## src/rtl/td4_clock_gen.sv

```systemverilog
// TD4 execution clock: slow/fast free-run or debounced manual step, emitted as a one-cycle cpu_en.
// Optional hold-to-repeat in manual mode: define TD4_CLKGEN_AUTOREPEAT_EN.
module td4_clock_gen #(
  parameter int CNT_W         = 26,
  parameter int DIV_SLOW      = 50000000,
  parameter int DIV_FAST      = 5000000,
  parameter int DEB_CYCLES    = 500000,
  parameter int REPEAT_CYCLES = 25000000
) (
  input  logic       clock,
  input  logic       reset,
  input  logic       sel_manual,
  input  logic       sel_fast,
  input  logic       step_btn,
  output logic       cpu_en,
  output logic       tick_led,
  output logic [1:0] mode_led
);

  typedef enum logic [1:0] {
    MANUAL = 2'b00,
    SLOW   = 2'b01,
    FAST   = 2'b10
  } state_e;

  localparam logic [CNT_W-1:0] SLOW_TOP = CNT_W'(DIV_SLOW - 1);
  localparam logic [CNT_W-1:0] FAST_TOP = CNT_W'(DIV_FAST - 1);
  localparam logic [CNT_W-1:0] DEB_TOP  = CNT_W'(DEB_CYCLES - 1);
  localparam longint CNT_LIM = longint'(1) << CNT_W;

  if (DIV_SLOW < 2 || DIV_FAST < 2 || DEB_CYCLES < 1 || REPEAT_CYCLES < 1 ||
      longint'(DIV_SLOW) > CNT_LIM || longint'(DIV_FAST) > CNT_LIM ||
      longint'(DEB_CYCLES) > CNT_LIM || longint'(REPEAT_CYCLES) > CNT_LIM) begin : g_bad_params
    $error("td4_clock_gen: unsupported parameter set");
  end

  logic [1:0]       man_s_q, fast_s_q, btn_s_q;
  state_e           state_q, state_d;
  logic [CNT_W-1:0] presc_q, presc_d;
  logic [CNT_W-1:0] deb_q, deb_d;
  logic [CNT_W-1:0] top;
  logic             lvl_q, lvl_d, lvl_p_q;
  logic             en_q, en_d, tick_q, tick_d;
  logic             mode_chg;
`ifdef TD4_CLKGEN_AUTOREPEAT_EN
  localparam logic [CNT_W-1:0] REP_TOP = CNT_W'(REPEAT_CYCLES - 1);
  logic [CNT_W-1:0] hold_q, hold_d;
  logic             act_q, act_d, rep_q, rep_d;
`endif

  always_comb begin
    state_d  = man_s_q[1] ? MANUAL : (fast_s_q[1] ? FAST : SLOW);
    mode_chg = (state_d != state_q);
    top      = (state_q == FAST) ? FAST_TOP : SLOW_TOP;

    // Debounce: any sample matching the accepted level restarts the count.
    lvl_d = lvl_q;
    deb_d = '0;
    if (btn_s_q[1] != lvl_q) begin
      if (deb_q == DEB_TOP) lvl_d = btn_s_q[1];
      else                  deb_d = deb_q + CNT_W'(1);
    end

    presc_d = '0;
    en_d    = 1'b0;
`ifdef TD4_CLKGEN_AUTOREPEAT_EN
    hold_d  = '0;
    act_d   = 1'b0;
    rep_d   = 1'b0;
`endif
    if (!mode_chg) begin
      case (state_q)
        SLOW, FAST: begin
          if (presc_q == top) en_d = 1'b1;
          else                presc_d = presc_q + CNT_W'(1);
        end
        default: begin
          if (lvl_q && !lvl_p_q) begin
            en_d = 1'b1;
`ifdef TD4_CLKGEN_AUTOREPEAT_EN
            act_d = 1'b1;
          end else if (act_q && lvl_q) begin
            // Hold phase first, then repeat at the fast rate off the idle prescaler.
            act_d = 1'b1;
            if (!rep_q) begin
              if (hold_q == REP_TOP) begin
                en_d  = 1'b1;
                rep_d = 1'b1;
              end else begin
                hold_d = hold_q + CNT_W'(1);
              end
            end else begin
              rep_d = 1'b1;
              if (presc_q == FAST_TOP) en_d = 1'b1;
              else                     presc_d = presc_q + CNT_W'(1);
            end
`endif
          end
        end
      endcase
    end
    tick_d = tick_q ^ en_d;
  end

  always_ff @(posedge clock) begin
    if (reset) begin
      man_s_q  <= '0;
      fast_s_q <= '0;
      btn_s_q  <= '0;
      state_q  <= MANUAL;
      presc_q  <= '0;
      deb_q    <= '0;
      lvl_q    <= 1'b0;
      lvl_p_q  <= 1'b0;
      en_q     <= 1'b0;
      tick_q   <= 1'b0;
`ifdef TD4_CLKGEN_AUTOREPEAT_EN
      hold_q   <= '0;
      act_q    <= 1'b0;
      rep_q    <= 1'b0;
`endif
    end else begin
      man_s_q  <= {man_s_q[0], sel_manual};
      fast_s_q <= {fast_s_q[0], sel_fast};
      btn_s_q  <= {btn_s_q[0], step_btn};
      state_q  <= state_d;
      presc_q  <= presc_d;
      deb_q    <= deb_d;
      lvl_q    <= lvl_d;
      lvl_p_q  <= lvl_q;
      en_q     <= en_d;
      tick_q   <= tick_d;
`ifdef TD4_CLKGEN_AUTOREPEAT_EN
      hold_q   <= hold_d;
      act_q    <= act_d;
      rep_q    <= rep_d;
`endif
    end
  end

  assign cpu_en   = en_q;
  assign tick_led = tick_q;
  assign mode_led = state_q;

endmodule
```

## config.mk

```make
export PLATFORM = sky130hd
export DESIGN_NAME = td4_clock_gen
export DESIGN_NICKNAME = d
export VERILOG_FILES = /design/src/rtl/td4_clock_gen.sv
export SDC_FILE = /design/constraint.sdc
export NUM_CORES = 1
export LEC_CHECK = 0
export ABC_AREA = 1
export CAP_MARGIN = 20
export CORE_ASPECT_RATIO = 0.75
export CORE_MARGIN = 2
export CORE_UTILIZATION = 35
export DETAILED_ROUTE_END_ITERATION = 12
export PLACE_DENSITY = 0.54
export SLEW_MARGIN = 20
export SYNTH_ARGS = -nofsm -noshare
export SYNTH_HDL_FRONTEND = slang
export SYNTH_SLANG_ARGS = --single-unit
export TNS_END_PERCENT = 20
```

## constraint.sdc

```tcl
create_clock -name clock -period 2.1 [get_ports clock]
set_clock_uncertainty 0.15 [all_clocks]
set_input_delay 0.42 -clock clock [delete_from_list [all_inputs] [get_ports clock]]
set_output_delay 0.42 -clock clock [all_outputs]
set_load 0.05 [all_outputs]
```

Yosys cells after proc, flatten, opt, wreduce, memory -nomap -nowiden
Index checks and enable logic that the tools add are counted.

cells by class
  $add $sub $neg = 2
  eq/ne operators = 6
  multiplexer cells = 7
  bitwise gates (word level) = 3
  reduce and logical (&&, ||, !) cells = 6

operators with widths
  kind                                                                     count
  26-bit by 1-bit adder with 26-bit output, second input constant          2
  26-bit by 19-bit equality test with 1-bit output, second input constant  1
  26-bit equality test                                                     1
  26-bit two-way mux                                                       1
  1-bit two-way mux                                                        4
  2-bit two-way mux                                                        2
  4-bit OR reduction                                                       1
  3-bit OR reduction                                                       1
  2-bit by 1-bit equality test with 1-bit output, second input constant    1
  2-bit equality test, second input constant                               1
  2-bit != test                                                            1
  1-bit NOT                                                                2
  2-bit AND reduction                                                      1
  2-bit OR reduction                                                       1
  1-bit logical AND                                                        1
  1-bit zero test                                                          1
  1-bit != test                                                            1
  1-bit XOR                                                                1

word-level totals
  register bits = 64
  input port bits = 5
  output and inout port bits = 4
  word-level logic and storage cells = 34

Longest topological paths before layout
  depth after elaboration = 7
  depth in mapped cells = 14
  depth with buffers taken out = 14

Least setup slack after synthesis
Ideal clock, no wire load.

  kind = reg2reg
  start point = reg state_q[0] (netlist: mode_led[0])
  end point = reg presc_q[17]
  setup time = 0.115 ns
  arrival = 1.810 ns
  required time = 1.835 ns
  setup slack = 0.026 ns
  cell stages (with the launch flop) = 14
  buffers on the path = 1
  clock period less this slack = 2.074 ns
  cell sequence = dfxtp_1 > inv_1 > ha_1 > inv_1 > nand2_1 > nor2_1 > nand2_1 > nand2_1 > nand2_1 > nor3_4 > nor2_4 > inv_4 > buf_12 > nor2_1

between the ends
  word-level cells in the longest chain between the ends = 4
  elaborated cells on any way between the ends = 8
  those cells by class = eq/ne (4); mux (1); bitwise (1); reduce/logical (2)

RTL lines
  element                                                                                       line    text
  from (decl)                                                                                   38      state_e state_q, state_d;
  from (signal assigned)                                                                        126     state_q <= state_d;
  2-bit equality test / 2-bit by 1-bit equality test with 1-bit output (equally long branches)  54, 72
  26-bit two-way mux / 2-bit OR reduction (equally long branches)                               54, 72
  26-bit equality test / 1-bit NOT (equally long branches)                                      --
  4-bit OR reduction (no line) (*)                                                              --
  to (signal assigned)                                                                          127     presc_q <= presc_d;
  to (decl)                                                                                     39      logic [CNT_W-1:0] presc_q, presc_d;

Every way passes the cells marked *; elsewhere a longest branch is shown, timed or not.
A chain may end at the register's enable or synchronous reset.

Final worst setup path
  start point = reg en_q (netlist: cpu_en)
  end point = out cpu_en

RTL lines
  element                 line  text
  from (decl)             43    logic en_q, en_d, tick_q, tick_d;
  from (signal assigned)  131   en_q <= en_d;
  to (decl)               15    output logic cpu_en,

No word-level cell between the ends.

==> flow_summary.toml <==
[status]
status = "completed"

[critical_path]
cp.arrival_ns = 1.41
cp_cell_sequence = "clkdlybuf4s50_1"
crit_family = "buffers and inverters"
cp.required_ns = 1.53
crit_fanout = 1
reg2reg_slack_ns = 0.21
timing.rr.end = "presc_q[17]"
cp_slowest_cell = "clkdlybuf4s50_1"
crit_type = "flip-flop to output port"
rr_startpoint = "presc_q[0]"
slowest_delay_ns = 0.79
critPathLaunchType = "flip-flop"
reg2reg_depth = 8
crit_path_end_kind = "output port"
worst-path-buf-inv = 1

[synthesis]
synth.ff_latch_count = 64
ys_warn_count = 0
yosysSeqAreaShare_pct = 38.21
synth_mux_area_share_pct = 0
synth_top_area_cell = "dfxtp_1"
synth_fa_ha_area_share_pct = 1.119
synth_compound_area_share_pct = 5.560
async_reset_ff_share_pct = 0
synth_commonest_cells = "nand2_1 (97), nor2_1 (85), dfxtp_1 (64), inv_1 (64), nand3_1 (26)"
synth_xor_xnor_area_share_pct = 4.440
yosysMostFrequentCell = "nand2_1"
synthDominantCellAreaShare_pct = 38.21
synth-simple-area-share_pct = 40.97
synth_top_family_by_area = "simple AND/OR/NAND/NOR gates"
synth-edff-count = 0
ys.flop_type = "dfxtp_1"
synth_area_mm2 = 0.003353
synth_cell_types = 37
syn_inst = 478
avgSynthCellArea_um2 = 7.015
synth.net_count = 486
yosys-top-cells-area = "dfxtp_1 (38%), nand2_1 (11%), nor2_1 (9.5%)"

[layout]
layout-drive-gt1-share_pct = 12.13
nets = 507
syn2layout_area_growth_pct = 17.05
final_util_pct = 42.68
n_antenna_cell = 0

[sta]
setup-tns-final_ns = 0
rsz0062_at_grt = "false"
period_share_pct = 94.38
fmax_mhz = 504.5
fin_crit_ns = 1.982
setup_slack_ns = 0.1180
setup_viol = 0
slew_violations = 0
worst_slew_pin_slew_ns = 0.5211
relSlewSlack_pct = 65.20
hold_viol = 0

[floorplan]
io_pins = 9
core_area_mm2 = 0.009196
num_rows = 30
dieArea_mm2 = 0.01039
dieHeight_um = 88.77
start_util_pct = 36.46
fp.dieW_um = 117.0

[power_and_ir_drop]
p_int_mw = 2.263
p_clk_share_pct = 54.0
leakage_nw = 1.361
ir_worst_vdd_uv = 497.7
power.switching_mw = 0.5748
p_sw_share_pct = 20.26
comb_power_share_pct = 2.7
power_density_mw_per_mm2 = 723.0
seq_power_share_pct = 43.3

[hold_path]
hp-start = "fast_s_q[0]"
hold_end = "fast_s_q[1]"
min_path_type = "flip-flop to flip-flop"
whs_path_depth = 2

[clock_network]
cts_tree = "done"
htreeDepth = 3
cts_setup_buffers = 0
cts-root-buf = "clkbuf_16"
clkTransAtPathRegs_ns = 0.05
clock-sinks = 64
cts_buffers = 9
ctsLongestPathBuffers = 2
hold_buffers = 0
clkLatencyLatePin_ns = 0.32

[drt]
ant_nets = 0
via_count = 2907
viasPerCell = 4.607
wl_per_cell_um = 11.82
wl_um = 7458
drt_iter0_markers = 203
drc = 0
firstDrtPassIters = 4

[place]
numPortBuffers = 8
post-place-ws_ns = 0.1291
place_congestion = 0.8307
dp_hpwl_um = 5693

[flow_run]
cap_violations = 0

[global_routing]
grt_max_degree = 26
grt_pass1_wl_um = 12590
antenna_found_initial = 0
grt_pass1_vias = 2609
grt.overflow.total = 0
globalRouteTotalUtil_pct = 15.62
[registers in the layout (all words and copies together) (netlist names)]
name      flops
mode_led      2
deb_q        26
fast_s_q      2
cpu_en        1
presc_q      26
lvl_p_q       1
tick_led      1
lvl_q         1
btn_s_q       2
man_s_q       2
[worst register-to-register path: stages, from the launching register on]
cell and delay [ns]:
dfxtp_1 0.34, ha_1 0.26, nand3_2 0.16, nor2_4 0.15
nand3_2 0.12, nor3_4 0.23, nor2_4 0.10, inv_4 0.20
nor2_1 0.08
[worst max path at each step]
| stage | cells after the start | start | end |
|---|---|---|---|
| after floorplan | 13 | mode_led[0] | presc_q[17] |
| after global placement | 7 | reset | presc_q[2] |
| after detailed placement | 7 | reset | presc_q[2] |
| after CTS | 1 | mode_led[0] | mode_led[0] |
| after global routing | 12 | mode_led[0] | presc_q[15] |
| final | 1 | cpu_en | cpu_en |
[cells by family after synthesis]
logic type               Yosys count
AND/OR/NAND/NOR                  284
buffers and inverters             75
XOR/XNOR                          17
flip-flops                        64
adder cells (fa/ha/maj)            3
AO/OA/AOI/OAI                     35
[stage by stage]
stage	power, mW	hold WS (ns)	instances	instance area (µm²)
CTS	2.878	0.2615	631	3915
global route	2.935	0.2875	631	3925
finish	2.838	0.2556	631	3925
detailed placement	1.333	0.2533	616	3607
global placement	1.332	0.2469	616	3607
floorplan	1.309	0.2383	478	3353
[power groups by stage]
stage	Clock, mW	Sequential, mW	Combinational [mW]
2_1_floorplan	0	1.26	0.0476
5_1_grt	1.62	1.23	0.0856
3_3_place_gp	0	1.26	0.0767
6_report	1.53	1.23	0.0758
3_5_place_dp	0	1.26	0.0769
4_1_cts	1.57	1.23	0.0775
[final cells by class]
class / instances / area (µm²)
Fill cell: 965 / 5271
Tap cell: 128 / 160.2
Clock buffer: 13 / 270.3
Multi-Input combinational cell: 339 / 1752
Inverter: 67 / 254.0
Sequential cell: 64 / 1281
Timing Repair Buffer: 18 / 170.2
Clock inverter: 2 / 37.54
[repair_timing]
| action | in CTS | in global routing |
|---|---|---|
| gates resized for setup | 0 | 3 |
| endpoints found under the hold margin | 0 | 0 |
| setup endpoints to repair | 0 | 5 |
[cells in the final DEF (no fill, tap or decap), types with 2 or more instances in the layout]
| cell | netlist | routed |
|---|---|---|
| nor3_1 | 16 | 15 |
| nor2_2 | 4 | 4 |
| nand3b_1 | 2 | 2 |
| a21oi_1 | 21 | 21 |
| dlymetal6s2s_1 | 0 | 2 |
| clkbuf_16 | 0 | 9 |
| buf_4 | 2 | 10 |
| nor4_1 | 3 | 3 |
| nor3b_1 | 3 | 3 |
| o21ai_0 | 8 | 8 |
| ha_1 | 3 | 3 |
| nand3_2 | 4 | 4 |
| clkbuf_8 | 0 | 3 |
| nand4_1 | 17 | 17 |
| xnor2_1 | 5 | 5 |
| a31oi_1 | 2 | 2 |
| clkdlybuf4s50_1 | 0 | 5 |
| o21bai_1 | 2 | 2 |
| dfxtp_1 | 64 | 64 |
| nor3_4 | 2 | 2 |
| xor2_1 | 12 | 12 |
| inv_2 | 2 | 2 |
| or2_2 | 2 | 2 |
| nor2_4 | 6 | 6 |
| or2_0 | 3 | 3 |
| nor3_2 | 6 | 7 |
| nor2_1 | 85 | 85 |
| inv_1 | 64 | 64 |
| nand2_1 | 97 | 97 |
| nand3_1 | 26 | 26 |
| nand2_2 | 6 | 6 |
[metal layers]
metal  global-route usage [%]  share of wire (%)
met5                        0                  0
met4                    4.492               0.99
met3                    3.973                4.2
met2                    20.65                 37
met1                    24.40                 57
Power figures use the tool's default switching activity.
==> patch 1: new RTL, config.mk and constraints unchanged <==
Change the parameter `CNT_W` from 26 to 52.
--- a/src/rtl/td4_clock_gen.sv
+++ b/src/rtl/td4_clock_gen.sv
@@ -2,5 +2,5 @@
 // Optional hold-to-repeat in manual mode: define TD4_CLKGEN_AUTOREPEAT_EN.
 module td4_clock_gen #(
-  parameter int CNT_W         = 26,
+  parameter int CNT_W         = 52,
   parameter int DIV_SLOW      = 50000000,
   parameter int DIV_FAST      = 5000000,
Formal check against the unedited RTL: same outputs for any inputs over 10 cycles, from zero or initial values and one cycle with reset high; that may be too few to reach the edited logic, so the function may still have changed.
==> patch 1 against the original RTL <==
Maximum frequency grew 1.0%; via count grew 130%; register-to-register slack lost 0.07 ns; non-clock buffer count grew 23; wire length grew to 2.7 times the old value; synthesized area grew 96%; power grew 89%; cell area grew 100%; worst setup slack gained 0.021 ns; count of clock-buffer cells in the layout grew 8; die area grew 92%; sequential share of layout area shrank 3.0 points; sequential cell count grew 52; critical endpoint is now deb_q[29].
==> patch 1: results (changes against the original RTL) <==
[run_status]
outcome = finished clean

[pwr]
ir_worst_vdd_mv = 0.592  ; +19%
p_leak_uw = 0.00241  ; +77%

[logic_synthesis]
synth_commonest_cells = 251 x nand2_1, 185 x nor2_1, 116 x dfxtp_1
ys.flop_type = dfxtp_1
yosysWarnings = 0  ; unchanged
synth_nets = 1012  ; +110%
ys_seq_area_frac = 0.353  ; -0.0290
syn_avg_cell_area_um2 = 6.55  ; -6.6%
yosys-top-cells-area = dfxtp_1 35%, nand2_1 14%, nor2_1 11%
post_synth_num_cell_types = 36  ; -2.7%
async_flop_share = 0  ; unchanged

[hold_path]
worst_hold_path_type = reg -> reg
hold_depth = 2  ; unchanged
min_to = man_s_q[1]
min_from = man_s_q[0]

[place]
post-dp-hpwl_um = 15600  ; +170%
place.gp.congestion = 0.909  ; +9.4%
dpl_worst_slack_ns = 0.127  ; -0.00175 ns
placed_area_um2 = 7160  ; +98%
port_buffers = 8  ; unchanged

[grt]
grt_pass1_vias = 5732  ; +120%
track_usage = 0.207  ; +0.0507
grt_pass1_wl_um = 31600  ; +150%
antenna_found_initial = 0  ; unchanged
grt_max_degree = 53  ; +100%

[final_layout]
reg_top3 = deb_q (52), presc_q (52)
diodes = 0  ; unchanged
drive_gt1_frac = 0.121  ; about the same
final_nets = 1060  ; +110%

[critical_path]
rr_startpoint = deb_q[47]
rr_endpoint = deb_q[29]
cp-end-kind = flop
r2r_setup_slack_ns = 0.14  ; -0.07 ns
worst_ep_arrival_time_ns = 2.11  ; +0.70 ns
crit_fanout = 44  ; +43
r2r_cells = 7  ; -1

[clock_tree]
cts_buffers = 17  ; +8
cts-root-buf = clkbuf_16
clk_pin_slew_ns = 0.06
clk-insertion-delay-late_ns = 0.42  ; +0.10 ns
clk_path_buf_depth = 2  ; unchanged
htreeDepth = 4  ; +1

[routing]
viasPerCell = 5.03  ; +9.1%
drtIter0Drc = 645  ; +220%
first_pass_iters = 5  ; +1
routed_wl_um = 20000  ; +170%

[flow_run]
max-cap-violations = 0  ; unchanged

[timing]
worstMarginPinSlew_ns = 0.490  ; -0.0313 ns

## patch 1: timing repair
item / CTS / global route
gates resized for setup: 2 / 16
setup buffers: 0 / 0
hold endpoints to repair: 0 / 0
setup endpoints to repair: 2 / 59
gates cloned: 0 / 1
hold buffers: 0 / 0
## patch 1: where the power goes
part | internal, uW | switching, uW | total, uW
Combinational | 37.2 | 66.5 | 104
Sequential | 2210 | 4.89 | 2220
Clock | 2000 | 1030 | 3030
## patch 1: worst max path at each step
stage,from,end,slack [ns],depth (start not counted)
floorplan,mode_led[0],presc_q[18],0.13,11
global placement,presc_q[8],presc_q[36],0.14,7
detailed placement,mode_led[0],presc_q[41],0.13,12
CTS,mode_led[0],presc_q[41],0.12,12
global route,presc_q[21],presc_q[35],-0.003,7
finish,deb_q[47],deb_q[29],0.14,7
## patch 1: final cells by class
type,count,area (um^2)
fillers,1915,10600
multi-input cells,776,3870
flip-flops and latches,116,2320
clock buffers,21,450
inverters,100,375
repair buffers,41,363
well taps,247,309
clock inverters,10,156
## patch 1: critical path, stage by stage (launching register included)
cell and delay (ns):
dfxtp_1 0.33, nor4_1 0.45, nand2_1 0.09, nor2_1 0.26, nand2_1 0.13, nand3_2 0.11
buf_12 0.23, a21oi_1 0.07
## patch 1: cell families after synthesis
family / synth area share
and+or+nand+nor: 0.472
xor gates and xnor gates: 0.0426
AOI/OAI and AO/OA: 0.0588
buffers and inverters: 0.0677
adders and majority gates: 0.00571
DFF: 0.353
## patch 1: routing by layer
layer,up-vias,part of all wire,GRT usage
li1,3339,-,-
met1,2971,0.54,0.341
met2,267,0.35,0.246
met3,14,0.10,0.0645
met4,0,0.0083,0.0465
met5,-,0,0
## patch 1: per-stage QoR
stage / instances / hold slack, ns
2_1_floorplan: 1004 / 0.238
3_3_place_gp: 1279 / 0.242
3_5_place_dp: 1279 / 0.245
4_1_cts: 1310 / 0.252
5_1_grt: 1311 / 0.261
6_report: 1311 / 0.249
==> patch 2: new RTL, config.mk and constraints unchanged <==
Without the edit above. Put one more register stage on the output `mode_led`, cleared by the reset. The value now appears one clock later. The other outputs are not delayed to match.
--- a/src/rtl/td4_clock_gen.sv
+++ b/src/rtl/td4_clock_gen.sv
@@ -141,5 +141,11 @@
   assign cpu_en   = en_q;
   assign tick_led = tick_q;
-  assign mode_led = state_q;
+  always_ff @(posedge clock) begin
+    if (reset) begin
+      mode_led <= '0;
+    end else begin
+      mode_led <= state_q;
+    end
+  end
 
 endmodule
Behaviour: not the same (a bounded check fails within 4 cycles, from zero or initial values and one cycle with reset high).
==> patch 2 against the original RTL <==
Die area is 2.7% lower; worst setup slack hardly changed; count of clock-buffer cells in the layout stayed put; cell area is 2.3% lower; sequential cell count is 2 higher; synthesized area is 2.8% lower; power is 2.9% lower; wire length is 0.13% higher; synthesized cell count is 1.0% lower; maximum frequency hardly changed; critical path type unchanged; critical endpoint is now mode_led[0]; largest power group unchanged; highest routed layer unchanged.
==> patch 2: results (changes against the original RTL) <==
[logic_synthesis]
post_synth_num_cell_types = 30  ; -19%
synth_commonest_cells = 97 x nand2_1, 90 x nor2_1, 66 x dfxtp_1
yosys-top-cells-area = dfxtp_1 41%, nand2_1 11%, nor2_1 10%
async_flop_share = 0  ; unchanged
ys_seq_area_frac = 0.405  ; +0.0233
yosysWarnings = 0  ; unchanged
synth_nets = 481  ; -1.0%

[pwr]
ir_worst_vdd_mv = 0.427  ; -14%
p_leak_uw = 0.00134  ; -1.8%

[clock_tree]
cts_buffers = 9  ; unchanged
clk_pin_slew_ns = 0.05  ; about the same
cts-root-buf = clkbuf_16
htreeDepth = 3  ; unchanged
clk_path_buf_depth = 2  ; unchanged
post_cts_buffers = 0  ; unchanged
clk-insertion-delay-late_ns = 0.33

[place]
place.gp.congestion = 0.878  ; +5.7%
post-dp-hpwl_um = 5720  ; +0.44%
port_buffers = 8  ; unchanged

[grt]
grt_max_degree = 26  ; unchanged
track_usage = 0.165  ; +0.00860
grt_pass1_vias = 2616  ; +0.27%
overflow = 0  ; unchanged
grt_pass1_wl_um = 12700  ; +1.2%
antenna_found_initial = 0  ; unchanged

[routing]
routed_wl_um = 7470  ; +0.13%
viasPerCell = 4.66  ; +1.1%
drtIter0Drc = 229  ; +13%
first_pass_iters = 5  ; +1

[final_layout]
diodes = 0  ; unchanged
final_nets = 504  ; -0.59%
drive_gt1_frac = 0.0958  ; -0.0255
reg_top3 = deb_q (26), presc_q (26)

[critical_path]
critPathMaxStageDelay_ns = 0.79  ; about the same
critPathLaunch = mode_led[0]
cp_slowest_cell = clkdlybuf4s50_1
cp-endpoint = mode_led[0]
crit_type = reg -> out
path_delay_family = buffers and inverters
rr_endpoint = presc_q[18]
r2r_cells = 9  ; +1
rr_startpoint = presc_q[0]
r2r_setup_slack_ns = 0.19  ; -0.02 ns
worst_ep_arrival_time_ns = 1.41  ; about the same
cp-start-kind = flop
crit_fanout = 1  ; unchanged

[run_status]
outcome = finished clean

[timing]
final-setup-viol-count = 0  ; unchanged
worstMarginPinSlew_ns = 0.668  ; +0.147 ns

[hold_path]
worst_hold_path_type = reg -> reg

patch 2: cell count changes after synthesis, moves of 3 or more:
cell	delta
inv_1	-5
nand3_1	+3
nand4_1	-4
nor2_1	+5
nor2_4	-3
nor3_1	+10
nor3_2	-4
nor3b_1	+3
o21ai_0	-4
patch 2: layout make-up:
class	count	area, um^2
multi-input cells	339	1680
clock buffers	13	240
repair buffers	17	163
flip-flops and latches	66	1320
well taps	128	160
clock inverters	3	40.0
fillers	929	5210
inverters	63	236
patch 2: worst min path at each step:
stage	start	endpoint	slack [ns]	cells past startpoint
finish	fast_s_q[0]	fast_s_q[1]	0.25	2
global placement	btn_s_q[0]	btn_s_q[1]	0.25	2
detailed placement	man_s_q[0]	man_s_q[1]	0.25	2
floorplan	btn_s_q[0]	btn_s_q[1]	0.24	2
global route	fast_s_q[0]	fast_s_q[1]	0.27	2
CTS	fast_s_q[0]	fast_s_q[1]	0.25	2
patch 2: repair_timing:
| action | in CTS | in global routing |
|---|---|---|
| setup endpoints to repair | 0 | 21 |
| resized for setup | 0 | 5 |
| hold buffers | 0 | 0 |
patch 2: where the power goes:
group	internal [uW]	leakage (uW)	total [uW]	switching, uW
clock	915	0.000138	1420	502
combinational	26.6	0.000666	68.3	41.7
sequential	1260	0.000534	1270	5.57
patch 2: metal layers:
| layer | track usage | vias to the layer above | share of wire |
|---|---|---|---|
| met5 | 0 | - | 0 |
| met4 | 0.0690 | 0 | 0.019 |
| met3 | 0.0519 | 17 | 0.047 |
| li1 | - | 1550 | - |
| met1 | 0.252 | 1307 | 0.57 |
| met2 | 0.207 | 57 | 0.36 |
patch 2: kinds of logic (layout without fill, tap and decap cells):
logic type      count (synthesis)  count (layout)  share of synthesized area
buf+inv                        68              96                     0.0852
fa+ha+maj                       3               3                     0.0115
xor+xnor                       18              18                     0.0484
simple gates                  287             287                      0.399
flops                          66              66                      0.405
compound gates                 31              31                     0.0503
patch 2: through the flow:
stage                     instance area [um^2]  std cells  power (uW)  worst slack [ns]  utilization
after floorplan                           3260        473        1340             0.437            -
after global placement                    3540        613        1360             0.146        0.391
after detailed placement                  3540        613        1360             0.101        0.391
after CTS                                 3820        629        2810            0.0196        0.422
after global routing                      3840        629        2870            0.0106        0.424
final                                     3840        629        2760             0.118        0.424
